File: src/rtl/dataflow_pkg.sv
// Pipeline stage identifiers shared across the core.
package dataflow_pkg;

    typedef enum logic [1:0] {
        Decode    = 2'd0,
        Execute   = 2'd1,
        Memory    = 2'd2,
        WriteBack = 2'd3
    } stages_t;

endpackage

File: src/rtl/forwarding_unit_pkg.sv
// Forwarding encodings and the stage-pair permission rule.
package forwarding_unit_pkg;
    import dataflow_pkg::*;

    localparam int unsigned FWD_W   = 2;
    localparam int unsigned COUNT_W = 32;

    typedef enum logic [1:0] {
        NoForward            = 2'd0,
        ForwardExecute       = 2'd1,
        ForwardDecode        = 2'd2,
        ForwardExecuteMemory = 2'd3
    } forwarding_type_t;

    typedef enum logic [1:0] {
        NoForwarding   = 2'd0,
        ForwardFromEx  = 2'd1,
        ForwardFromMem = 2'd2,
        ForwardFromWb  = 2'd3
    } forwarding_t;

    // Whether a consumer of the given type in stage cons may take a result from stage src.
    function automatic logic fwd_allowed(forwarding_type_t t, stages_t cons,
                                         stages_t src, logic is_rs2);
        logic exec_ok;
        exec_ok = ((cons == Decode)  && (src == WriteBack)) ||
                  ((cons == Execute) && ((src == Memory) || (src == WriteBack)));
        case (t)
            ForwardExecute:       fwd_allowed = exec_ok;
            ForwardDecode:        fwd_allowed = (cons == Decode) && (src != Decode);
            ForwardExecuteMemory: fwd_allowed = exec_ok ||
                                                ((cons == Memory) && (src == WriteBack) && is_rs2);
            default:              fwd_allowed = 1'b0;
        endcase
    endfunction

endpackage

File: src/rtl/forwarding_select.sv
// Single-operand bypass selector: youngest matching and permitted stage wins.
module forwarding_select
    import dataflow_pkg::*;
    import forwarding_unit_pkg::*;
#(
    parameter int unsigned N = 5
) (
    input  logic [N-1:0]     rs_i,
    input  logic             is_rs2_i,
    input  forwarding_type_t type_i,
    input  stages_t          stage_i,
    input  logic [N-1:0]     rd_ex_i,
    input  logic             we_ex_i,
    input  logic [N-1:0]     rd_mem_i,
    input  logic             we_mem_i,
    input  logic [N-1:0]     rd_wb_i,
    input  logic             we_wb_i,
    output forwarding_t      forward_o
);

    logic hit_ex_c;
    logic hit_mem_c;
    logic hit_wb_c;

    // A source qualifies when its destination matches, is not x0, is written, and is permitted.
    always_comb begin
        hit_ex_c  = (rs_i == rd_ex_i)  && (rd_ex_i  != '0) && we_ex_i &&
                    fwd_allowed(type_i, stage_i, Execute, is_rs2_i);
        hit_mem_c = (rs_i == rd_mem_i) && (rd_mem_i != '0) && we_mem_i &&
                    fwd_allowed(type_i, stage_i, Memory, is_rs2_i);
        hit_wb_c  = (rs_i == rd_wb_i)  && (rd_wb_i  != '0) && we_wb_i &&
                    fwd_allowed(type_i, stage_i, WriteBack, is_rs2_i);
    end

    // Priority chain EX > MEM > WB > register file.
    always_comb begin
        forward_o = NoForwarding;
        if (hit_ex_c) begin
            forward_o = ForwardFromEx;
        end else if (hit_mem_c) begin
            forward_o = ForwardFromMem;
        end else if (hit_wb_c) begin
            forward_o = ForwardFromWb;
        end
    end

endmodule

File: src/rtl/forwarding_unit.sv
// Hazard-forwarding selector for the ID/EX/MEM consumers of the pipeline.
// Optional FORWARDING_COUNTERS_EN adds forward_count, counting cycles with any active bypass.
module forwarding_unit
    import dataflow_pkg::*;
    import forwarding_unit_pkg::*;
#(
    parameter int unsigned N = 5
) (
    input  logic         clock,
    input  logic         reset_n,
    input  logic [1:0]   forwarding_type_id,
    input  logic [1:0]   forwarding_type_ex,
    input  logic [1:0]   forwarding_type_mem,
    input  logic         reg_we_ex,
    input  logic         reg_we_mem,
    input  logic         reg_we_wb,
    input  logic [N-1:0] rd_ex,
    input  logic [N-1:0] rd_mem,
    input  logic [N-1:0] rd_wb,
    input  logic [N-1:0] rs1_id,
    input  logic [N-1:0] rs2_id,
    input  logic [N-1:0] rs1_ex,
    input  logic [N-1:0] rs2_ex,
    input  logic [N-1:0] rs2_mem,
    output logic [1:0]   forward_rs1_id,
    output logic [1:0]   forward_rs2_id,
    output logic [1:0]   forward_rs1_ex,
    output logic [1:0]   forward_rs2_ex,
    output logic [1:0]   forward_rs2_mem
`ifdef FORWARDING_COUNTERS_EN
    ,
    output logic [31:0]  forward_count
`endif
);

    forwarding_type_t type_id_c;
    forwarding_type_t type_ex_c;
    forwarding_type_t type_mem_c;
    forwarding_t      fwd_rs1_id_c;
    forwarding_t      fwd_rs2_id_c;
    forwarding_t      fwd_rs1_ex_c;
    forwarding_t      fwd_rs2_ex_c;
    forwarding_t      fwd_rs2_mem_c;

    assign type_id_c  = forwarding_type_t'(forwarding_type_id);
    assign type_ex_c  = forwarding_type_t'(forwarding_type_ex);
    assign type_mem_c = forwarding_type_t'(forwarding_type_mem);

    // Decode consumers see all three older stages.
    forwarding_select #(.N(N)) u_rs1_id (
        .rs_i(rs1_id), .is_rs2_i(1'b0), .type_i(type_id_c), .stage_i(Decode),
        .rd_ex_i(rd_ex), .we_ex_i(reg_we_ex), .rd_mem_i(rd_mem), .we_mem_i(reg_we_mem),
        .rd_wb_i(rd_wb), .we_wb_i(reg_we_wb), .forward_o(fwd_rs1_id_c)
    );

    forwarding_select #(.N(N)) u_rs2_id (
        .rs_i(rs2_id), .is_rs2_i(1'b1), .type_i(type_id_c), .stage_i(Decode),
        .rd_ex_i(rd_ex), .we_ex_i(reg_we_ex), .rd_mem_i(rd_mem), .we_mem_i(reg_we_mem),
        .rd_wb_i(rd_wb), .we_wb_i(reg_we_wb), .forward_o(fwd_rs2_id_c)
    );

    // Execute consumers cannot bypass from themselves.
    forwarding_select #(.N(N)) u_rs1_ex (
        .rs_i(rs1_ex), .is_rs2_i(1'b0), .type_i(type_ex_c), .stage_i(Execute),
        .rd_ex_i(rd_ex), .we_ex_i(1'b0), .rd_mem_i(rd_mem), .we_mem_i(reg_we_mem),
        .rd_wb_i(rd_wb), .we_wb_i(reg_we_wb), .forward_o(fwd_rs1_ex_c)
    );

    forwarding_select #(.N(N)) u_rs2_ex (
        .rs_i(rs2_ex), .is_rs2_i(1'b1), .type_i(type_ex_c), .stage_i(Execute),
        .rd_ex_i(rd_ex), .we_ex_i(1'b0), .rd_mem_i(rd_mem), .we_mem_i(reg_we_mem),
        .rd_wb_i(rd_wb), .we_wb_i(reg_we_wb), .forward_o(fwd_rs2_ex_c)
    );

    // Memory-stage store data may only come from writeback.
    forwarding_select #(.N(N)) u_rs2_mem (
        .rs_i(rs2_mem), .is_rs2_i(1'b1), .type_i(type_mem_c), .stage_i(Memory),
        .rd_ex_i(rd_ex), .we_ex_i(1'b0), .rd_mem_i(rd_mem), .we_mem_i(1'b0),
        .rd_wb_i(rd_wb), .we_wb_i(reg_we_wb), .forward_o(fwd_rs2_mem_c)
    );

    assign forward_rs1_id  = FWD_W'(fwd_rs1_id_c);
    assign forward_rs2_id  = FWD_W'(fwd_rs2_id_c);
    assign forward_rs1_ex  = FWD_W'(fwd_rs1_ex_c);
    assign forward_rs2_ex  = FWD_W'(fwd_rs2_ex_c);
    assign forward_rs2_mem = FWD_W'(fwd_rs2_mem_c);

`ifdef FORWARDING_COUNTERS_EN
    logic               any_fwd_c;
    logic [COUNT_W-1:0] count_d;
    logic [COUNT_W-1:0] count_q;

    // Next count: bump on any active bypass, wrapping naturally.
    always_comb begin
        any_fwd_c = (fwd_rs1_id_c  != NoForwarding) || (fwd_rs2_id_c != NoForwarding) ||
                    (fwd_rs1_ex_c  != NoForwarding) || (fwd_rs2_ex_c != NoForwarding) ||
                    (fwd_rs2_mem_c != NoForwarding);
        count_d   = count_q + COUNT_W'(any_fwd_c);
    end

    // Statistics register, cleared asynchronously.
    always_ff @(posedge clock or negedge reset_n) begin
        if (!reset_n) begin
            count_q <= '0;
        end else begin
            count_q <= count_d;
        end
    end

    assign forward_count = count_q;
`else
    logic unused_clk_rst;
    assign unused_clk_rst = &{1'b0, clock, reset_n};
`endif

endmodule

File: config.mk
export PLATFORM = sky130hd
export DESIGN_NAME = forwarding_unit
export DESIGN_NICKNAME = d
export VERILOG_FILES = /design/src/rtl/dataflow_pkg.sv /design/src/rtl/forwarding_unit_pkg.sv /design/src/rtl/forwarding_select.sv /design/src/rtl/forwarding_unit.sv
export SDC_FILE = /design/constraint.sdc
export NUM_CORES = 1
export LEC_CHECK = 0
export ABC_AREA = 1
export ABC_CLOCK_PERIOD_IN_PS = 1080
export CAP_MARGIN = 20
export CORE_ASPECT_RATIO = 1.25
export CORE_UTILIZATION = 45
export DETAILED_ROUTE_END_ITERATION = 8
export PLACE_DENSITY_LB_ADDON = 0.2
export SLEW_MARGIN = 20
export SYNTH_ARGS = -nofsm -noshare
export SYNTH_HDL_FRONTEND = slang
export SYNTH_HIERARCHICAL = 1
export SYNTH_SLANG_ARGS = --single-unit
File: constraint.sdc
create_clock -name vclk -period 1.08
set_input_delay 0.216 -clock vclk [all_inputs]
set_output_delay 0.216 -clock vclk [all_outputs]
set_load 0.01 [all_outputs]
## Word-level counts from Yosys, hierarchy flattened

Index checks and enable logic that the tools add are counted.

| storage, ports and cells | value |
|---|---|
| output and inout bits | 10 |
| register bits | 0 |
| word-level logic and storage cells | 70 |
| input bits | 51 |

| operators by class | value |
|---|---|
| multiplexer cells | 15 |
| equality and inequality tests | 17 |
| reductions and logical operators | 38 |

Operators with widths:

| kind | count |
|---|---|
| $eq A5 B5 Y1 | 11 |
| $logic_and A1 B1 Y1 | 33 |
| $mux W2 | 11 |
| $reduce_bool A5 Y1 | 3 |
| $eq A2 B2 Y1 const B | 4 |
| $eq A2 B1 Y1 const B | 2 |
| $mux W1 | 4 |
| $reduce_or A3 Y1 | 1 |
| $reduce_or A2 Y1 | 1 |

## Longest topological paths before layout

| depth | value |
|---|---|
| depth in word-level cells | 7 |
| gate-level depth with buffers | 9 |
| mapped depth without buffers | 9 |

## Modules after synthesis

Netlist, hierarchy kept.

By module, submodules not included:

| module | cells each | seq. area each (µm²) | area each (µm²) | times used |
|---|---|---|---|---|
| forwarding_select | 91 | 0.0 | 379.1 | 5 |
| forwarding_unit | 2 | 0.0 | 7.5 | 1 |

## Least setup slack after synthesis

Ideal clock, no wire load.

| timing path | value |
|---|---|
| path type | input to output |
| from | input forwarding_type_id[1] |
| to | output forward_rs1_id[1] |
| setup slack | 0.021 ns |
| buffers on the path | 0 |
| arrival | 0.843 ns |
| data required time | 0.864 ns |
| cell stages on the path | 8 |
| path through | inv_1 nor2_2 nand2_1 nand2_1 nand2_1 nor2_1 nand2_1 a21oi_1 |

| on the way | value |
|---|---|
| cells in the longest elaborated chain, start to end | 7 |
| elaborated cells on any way between the ends | 12 |
| those cells by class | 3 x eq/ne; 5 x mux; 4 x reduce/logical |

Ends and longest elaborated chain:

| item | RTL line | text |
|---|---|---|
| start, declared | forwarding_unit.sv:11 | `input logic [1:0] forwarding_type_id,` |
| $eq A2 B1 Y1, or another cell as far along | -- |  |
| $reduce_or A3 Y1 (no source line) | -- |  |
| $mux W1 | forwarding_unit_pkg.sv:28 | `case (t)` |
| $logic_and A1 B1 Y1 | forwarding_select.sv:31 | `hit_wb_c = (rs_i == rd_wb_i) && (rd_wb_i != '0) && we_wb_i &&` |
| $mux W2 | forwarding_select.sv:42 | `end else if (hit_wb_c) begin` |
| $mux W2 | forwarding_select.sv:40 | `end else if (hit_mem_c) begin` |
| $mux W2 * | forwarding_select.sv:38 | `if (hit_ex_c) begin` |
| end, declared | forwarding_unit.sv:25 | `output logic [1:0] forward_rs1_id,` |

Mark *: on every way between the ends. The rest lies on a longest branch, timed or not.

## Final worst setup path

| timing path | value |
|---|---|
| from | input rd_wb[1] |
| to | output forward_rs2_ex[0] |

| on the way | value |
|---|---|
| cells in the longest elaborated chain, start to end | 6 |
| elaborated cells on any way between the ends | 7 |
| those cells by class | 1 x eq/ne; 2 x mux; 4 x reduce/logical |

Ends and longest elaborated chain:

| item | RTL line | text |
|---|---|---|
| start, declared | forwarding_unit.sv:19 | `input logic [N-1:0] rd_wb,` |
| $eq A5 B5 Y1 or $reduce_bool A5 Y1 (tied branches) | forwarding_select.sv:31 |  |
| $logic_and A1 B1 Y1 * (3 in series) | forwarding_select.sv:31 |  |
| $mux W2 * | forwarding_select.sv:42 |  |
| $mux W2 * | forwarding_select.sv:40 |  |
| end, declared | forwarding_unit.sv:28 | `output logic [1:0] forward_rs2_ex,` |

Marked as above.

==> metrics.txt <==
setup violators final 10; layout cell share with drive strength beyond 1 around 28%; global-route wire length before repair 12030 um; largest net degree at the start of global routing 10; highest-delay cell along the critical path nor2_2; # diodes 0; DRT antenna net count 0; combinational power share between 90% and 100%; Post-Place Worst Slack -1.225 ns; clock buffer count 0; # rows 26; Sw Share between 50 and 60%; Yosys top cell area share 36.49%; Fill cells approximately 370; hold_sp rs1_id[4]; run status finished with violations; synth unique cells 14; post-cts hold buffer count 0; initial DRC count 225; most used cell, CP nand2_1; DP Area between 0.003 and 0.004 mm^2; utilization after layout between 70% and 80%; via/cell ratio 4.864; routability cong. ~0.96; Worst EP required 0.86 ns; Total Power roughly 1.1 mW; die width about 60 um; RSZ-0062 raised after global routing yes; die height about 75 um; gr usage total ~35%; Starting Density 46.80%; share of the yosys chip area belonging to registers 0%; # IOs 61; Crit Path Class primary input to output pin; Core Region about 0.0041 mm^2; Int Pwr roughly 0.48 mW; setup slack after layout -0.3480 ns; Max Freq about 700 MHz; post-route cell area roughly 0.0031 mm^2; post-DP HPWL ~5400 um; crit-path cells buf_6 -> buf_6 -> inv_1 -> nand2_1 -> nand2_1 -> nand2_1 -> nor2_2 -> nand3_2 -> inv_1 -> nand2_1 -> nand2_1 -> buf_2; max-cap violation count 0; Hold WC Path Type primary input to output pin; vias in the first global route 2849; P_sw ~0.6 mW; total grt overflow 0; die area 0.004495 mm^2; Worst IR Drop VDD roughly 0.00020 V; worst-path maximum fanout 5; routed wire length between 7000 and 8000 um; via count between 3000 and 4000; Reg power frac 0%; Fin Setup TNS -3.111 ns; Worst Hold Endpoint forward_rs1_id[1]; area leader, netlist nand2_1; Period Utilization, post-route 132.2%; num sequential 0; 1st-pass router iterations 6; startpoint types primary input; most frequent cell after synthesis nand2_1; Clk pwr share 0%; Slew Viols, Final 0; P_leak approximately 2 nW; Crit. End Element output pin; DR DRC count 0; syn avg cell area around 4.2 um^2; final worst path period need 1.428 ns; failing checks setup timing; WL per Instance 11.83 um; Final Hold Viols 0; Mapped Area ~0.0019 mm^2; WHS Path Cells 6; initial antenna violation count 0; synth top area cells nand2_1 (36%), nor2_1 (17%), inv_1 (14%); Area growth syn-to-layout 65.02%; PortBufs 59; PwrDens 345.9 mW/mm^2; list of most frequent post-synthesis cells nand2_1 (185), nor2_1 (85), inv_1 (70), nand3_1 (30), inv_2 (20); Synth warnings 6; crit path DAT 1.21 ns; nets ~660; largest stage delay on the critical path between 0.1 and 0.15 ns; Multi-input gate area approximately 0.0018 mm^2; register area 0 um^2; Post-Syn Instances around 460
-- cells in the final DEF, fill, tap and decap left out, drive strengths merged --
| master | synthesis | routed |
|---|---|---|
| xor2 | 5 | 5 |
| buf | 0 | 96 |
| nor2 | 95 | 95 |
| clkdlybuf4s15 | 0 | 5 |
| dlygate4sd2 | 0 | 5 |
| clkbuf | 0 | 5 |
| inv | 90 | 90 |
| a21boi | 5 | 5 |
| nand2 | 185 | 185 |
| conb | 2 | 39 |
| o21ai | 20 | 20 |
| xnor2 | 5 | 5 |
| nand3 | 30 | 30 |
| nand4 | 5 | 5 |
| a21oi | 15 | 15 |
-- through the flow --
step | hold slack [ns] | cells
after floorplan | 0.6326 | 494
after global placement | 1.638 | 649
after CTS | 0.9617 | 660
final | 0.9522 | 661
after detailed placement | 1.633 | 649
after global routing | 1.004 | 661
-- how the worst max path moves through the flow --
stage | slack [ns] | end | start | depth (start not counted)
after floorplan | 0.02 | forward_rs1_id[1] | forwarding_type_id[1] | 8
after global placement | -1.18 | forward_rs2_id[1] | rd_mem[1] | 10
after detailed placement | -1.23 | forward_rs2_ex[1] | rd_mem[2] | 8
after CTS | -0.32 | forward_rs2_id[1] | rd_wb[0] | 8
after global routing | -0.41 | forward_rs2_mem[0] | rd_wb[0] | 10
final | -0.35 | forward_rs2_ex[0] | rd_wb[1] | 12
-- power by group through the flow --
| stage | Clock [mW] | Sequential (mW) | Combinational (mW) |
|---|---|---|---|
| finish | 0 | 0 | 1.09 |
| global route | 0 | 0 | 1.19 |
| CTS | 0 | 0 | 0.999 |
| detailed placement | 0 | 0 | 0.953 |
| global placement | 0 | 0 | 0.935 |
| floorplan | 0 | 0 | 0.437 |
-- area by class of cell --
class / instances / share of cell area (%)
Multi-Input combinational cell: 404 / 58.21
Inverter: 90 / 10.92
Tap cell: 56 / 2.231
Timing Repair Buffer: 111 / 28.65
-- critical path: cells and delay by family --
kind / cells / cell delay, ns
AND/OR/NAND/NOR: 7 / 0.51
buffers and inverters: 5 / 0.47
-- metal layers --
layer  GRT usage, %  vias to the layer above  share of wire, %
met5              0                        -                 0
met4          18.09                        0               4.9
met3          2.921                       44               7.4
met2          64.59                      175                52
met1          37.86                     1368                36
li1               -                     1628                 -
-- timing repair --
item | in CTS | in global routing
cloned | 6 | 0
pin swaps | 48 | 39
buffers inserted | 5 | 1
endpoints found under the setup margin | 10 | 10
resized for setup | 256 | 41
-- cells by family after synthesis --
group           after synthesis  share of synthesized area [%]
other cells                   2                         0.3946
simple gates                315                          66.08
compound gates               40                          11.18
xor+xnor                     10                          4.602
buf+inv                      90                          17.75
Power figures use the tool's default switching activity.
==> edit (config.mk and constraints unchanged) <==
`N` is set to 5 in 2 places; all go to 10.
--- a/src/rtl/forwarding_select.sv
+++ b/src/rtl/forwarding_select.sv
@@ -5,3 +5,3 @@
 #(
-    parameter int unsigned N = 5
+    parameter int unsigned N = 10
 ) (
--- a/src/rtl/forwarding_unit.sv
+++ b/src/rtl/forwarding_unit.sv
@@ -6,3 +6,3 @@
 #(
-    parameter int unsigned N = 5
+    parameter int unsigned N = 10
 ) (
Ports: changed (8 resized); port bits go from 61 to 101. The function was not compared with the original's and may differ.
==> edit against the original RTL <==
The run ends with design-rule violations, negative setup slack left. Power increased by 140%. Final area is 110% higher. Wire length grew to 2.8 times the old value. Synthesized area up 97%. Worst setup slack worse by 0.26 ns. First-iteration DRC count increased to 5.5 times the old value. Highest routed layer unchanged. Hold slack better by 0.069 ns. Critical endpoint is now forward_rs1_id[0]. Final cell count grew 98%. Via count increased by 130%.
==> edit: results (changes against the original RTL) <==
[timing]
fin_ws_ns=-0.612  ; -0.264 ns
tns_ns=-5.37  ; -2.26 ns
setup_viol=10  ; unchanged

[global_route]
globalRouteMet1Util_pct=51.2  ; +13 points
met2_usage_pct=74.0  ; +9.5 points
grt_pass1_wl_um=32000  ; +170%
track_usage_pct=46.2  ; +12 points
grt_max_degree=9  ; -1
antenna_found_initial=0  ; unchanged
gr-usage-met3_pct=10.6  ; +7.6 points
grt_pass1_vias=6561  ; +130%

[detailed_routing]
viasPerCell=5.56  ; +14%
routed-wl-met3_um=3150  ; +450%
wl_met2_um=9090  ; +120%
drt_iter0_drc=1248  ; +450%
routed_wirelength_um=22200  ; +180%
maxUsedRoutingLayer=met4
wirelength_met1_um=7080  ; +150%
drt_pass1_iterations=9  ; +3
vias=7273  ; +130%
drc=97  ; +97

[layout]
n_antenna_cell=0  ; unchanged
nets=1306  ; +98%
drive_above_1_share_pct=32.4  ; +4.3 points
nFlopsAndLatches=0  ; unchanged

[power]
irDropWorstVdd_mv=0.317  ; +58%
power.leakage_nw=4.05  ; +110%

[place]
gp_congestion=1.01  ; +5.0%
io_buffers=99  ; +68%
placed_area_sq_um=6030  ; +99%
hpwl_um=12200  ; +130%
place_ws_ns=-1.31  ; -0.0823 ns

[worst_hold_path]
hp-class=in2out
hp-start=rs1_id[8]

[synth]
ys_seq_area_share_pct=0  ; unchanged
netlist_instances=927  ; +100%
synthTopCellsByCount=425 x nand2_1, 185 x nor2_1, 160 x inv_1
synthTopCellsByArea=nand2_1 43%, nor2_1 19%, inv_1 16%
yosysUniqueCellTypes=13  ; -1

[status]
violations=design-rule violations, negative setup slack
status=finished, violations left

[setup_path]
crit_path_start=rd_mem[6]
worst_ep_arrival_time_ns=1.48  ; +0.27 ns
crit_path_max_fanout=5  ; unchanged
crit_path_end=forward_rs1_id[0]

[edit: cells by family (layout without fill, tap and decap cells)]
| logic type | Yosys count | count (layout) | share of synthesized area (%) |
|---|---|---|---|
| and+or+nand+nor | 680 | 680 | 71.4 |
| buffers and inverters | 190 | 439 | 19.1 |
| AOI/OAI and AO/OA | 35 | 35 | 4.68 |
| xor gates and xnor gates | 20 | 20 | 4.68 |
| other | 2 | 39 | 0.201 |
[edit: how the worst min path moves through the flow]
stage	end	slack, ns	cells after the start
global route	forward_rs1_id[1]	1.08	6
global placement	forward_rs1_id[0]	1.68	8
detailed placement	forward_rs2_id[0]	1.69	8
finish	forward_rs1_id[1]	1.02	6
CTS	forward_rs1_id[1]	1.01	6
floorplan	forward_rs1_id[1]	0.64	3
[edit: layout make-up]
type / instances / area (sq um)
Tap cell: 95 / 119
Timing Repair Buffer: 249 / 2420
Multi-Input combinational cell: 774 / 3390
Fill cell: 537 / 1280
Inverter: 190 / 718
[edit: worst max-delay path, stage by stage]
cell,delay (ns)
buf_6,0.08
buf_6,0.13
inv_1,0.09
nand2_1,0.11
nand2_1,0.08
nor2_1,0.17
nand2_1,0.09
nor2_1,0.14
nand2_1,0.12
nand2_1,0.08
nand2_1,0.04
buf_2,0.13
[edit: what timing repair did]
item	in CTS	in global routing
resized for setup	526	72
cloned	15	0
pin swaps	118	63
setup endpoints to repair	10	10
setup buffers	17	3
[edit: power breakdown]
| part | total [mW] | switching (mW) | internal, mW |
|---|---|---|---|
| registers | 0 | 0 | 0 |
| logic | 2.62 | 1.45 | 1.17 |
| clock network | 0 | 0 | 0 |
| total | 2.62 | 1.45 | 1.17 |
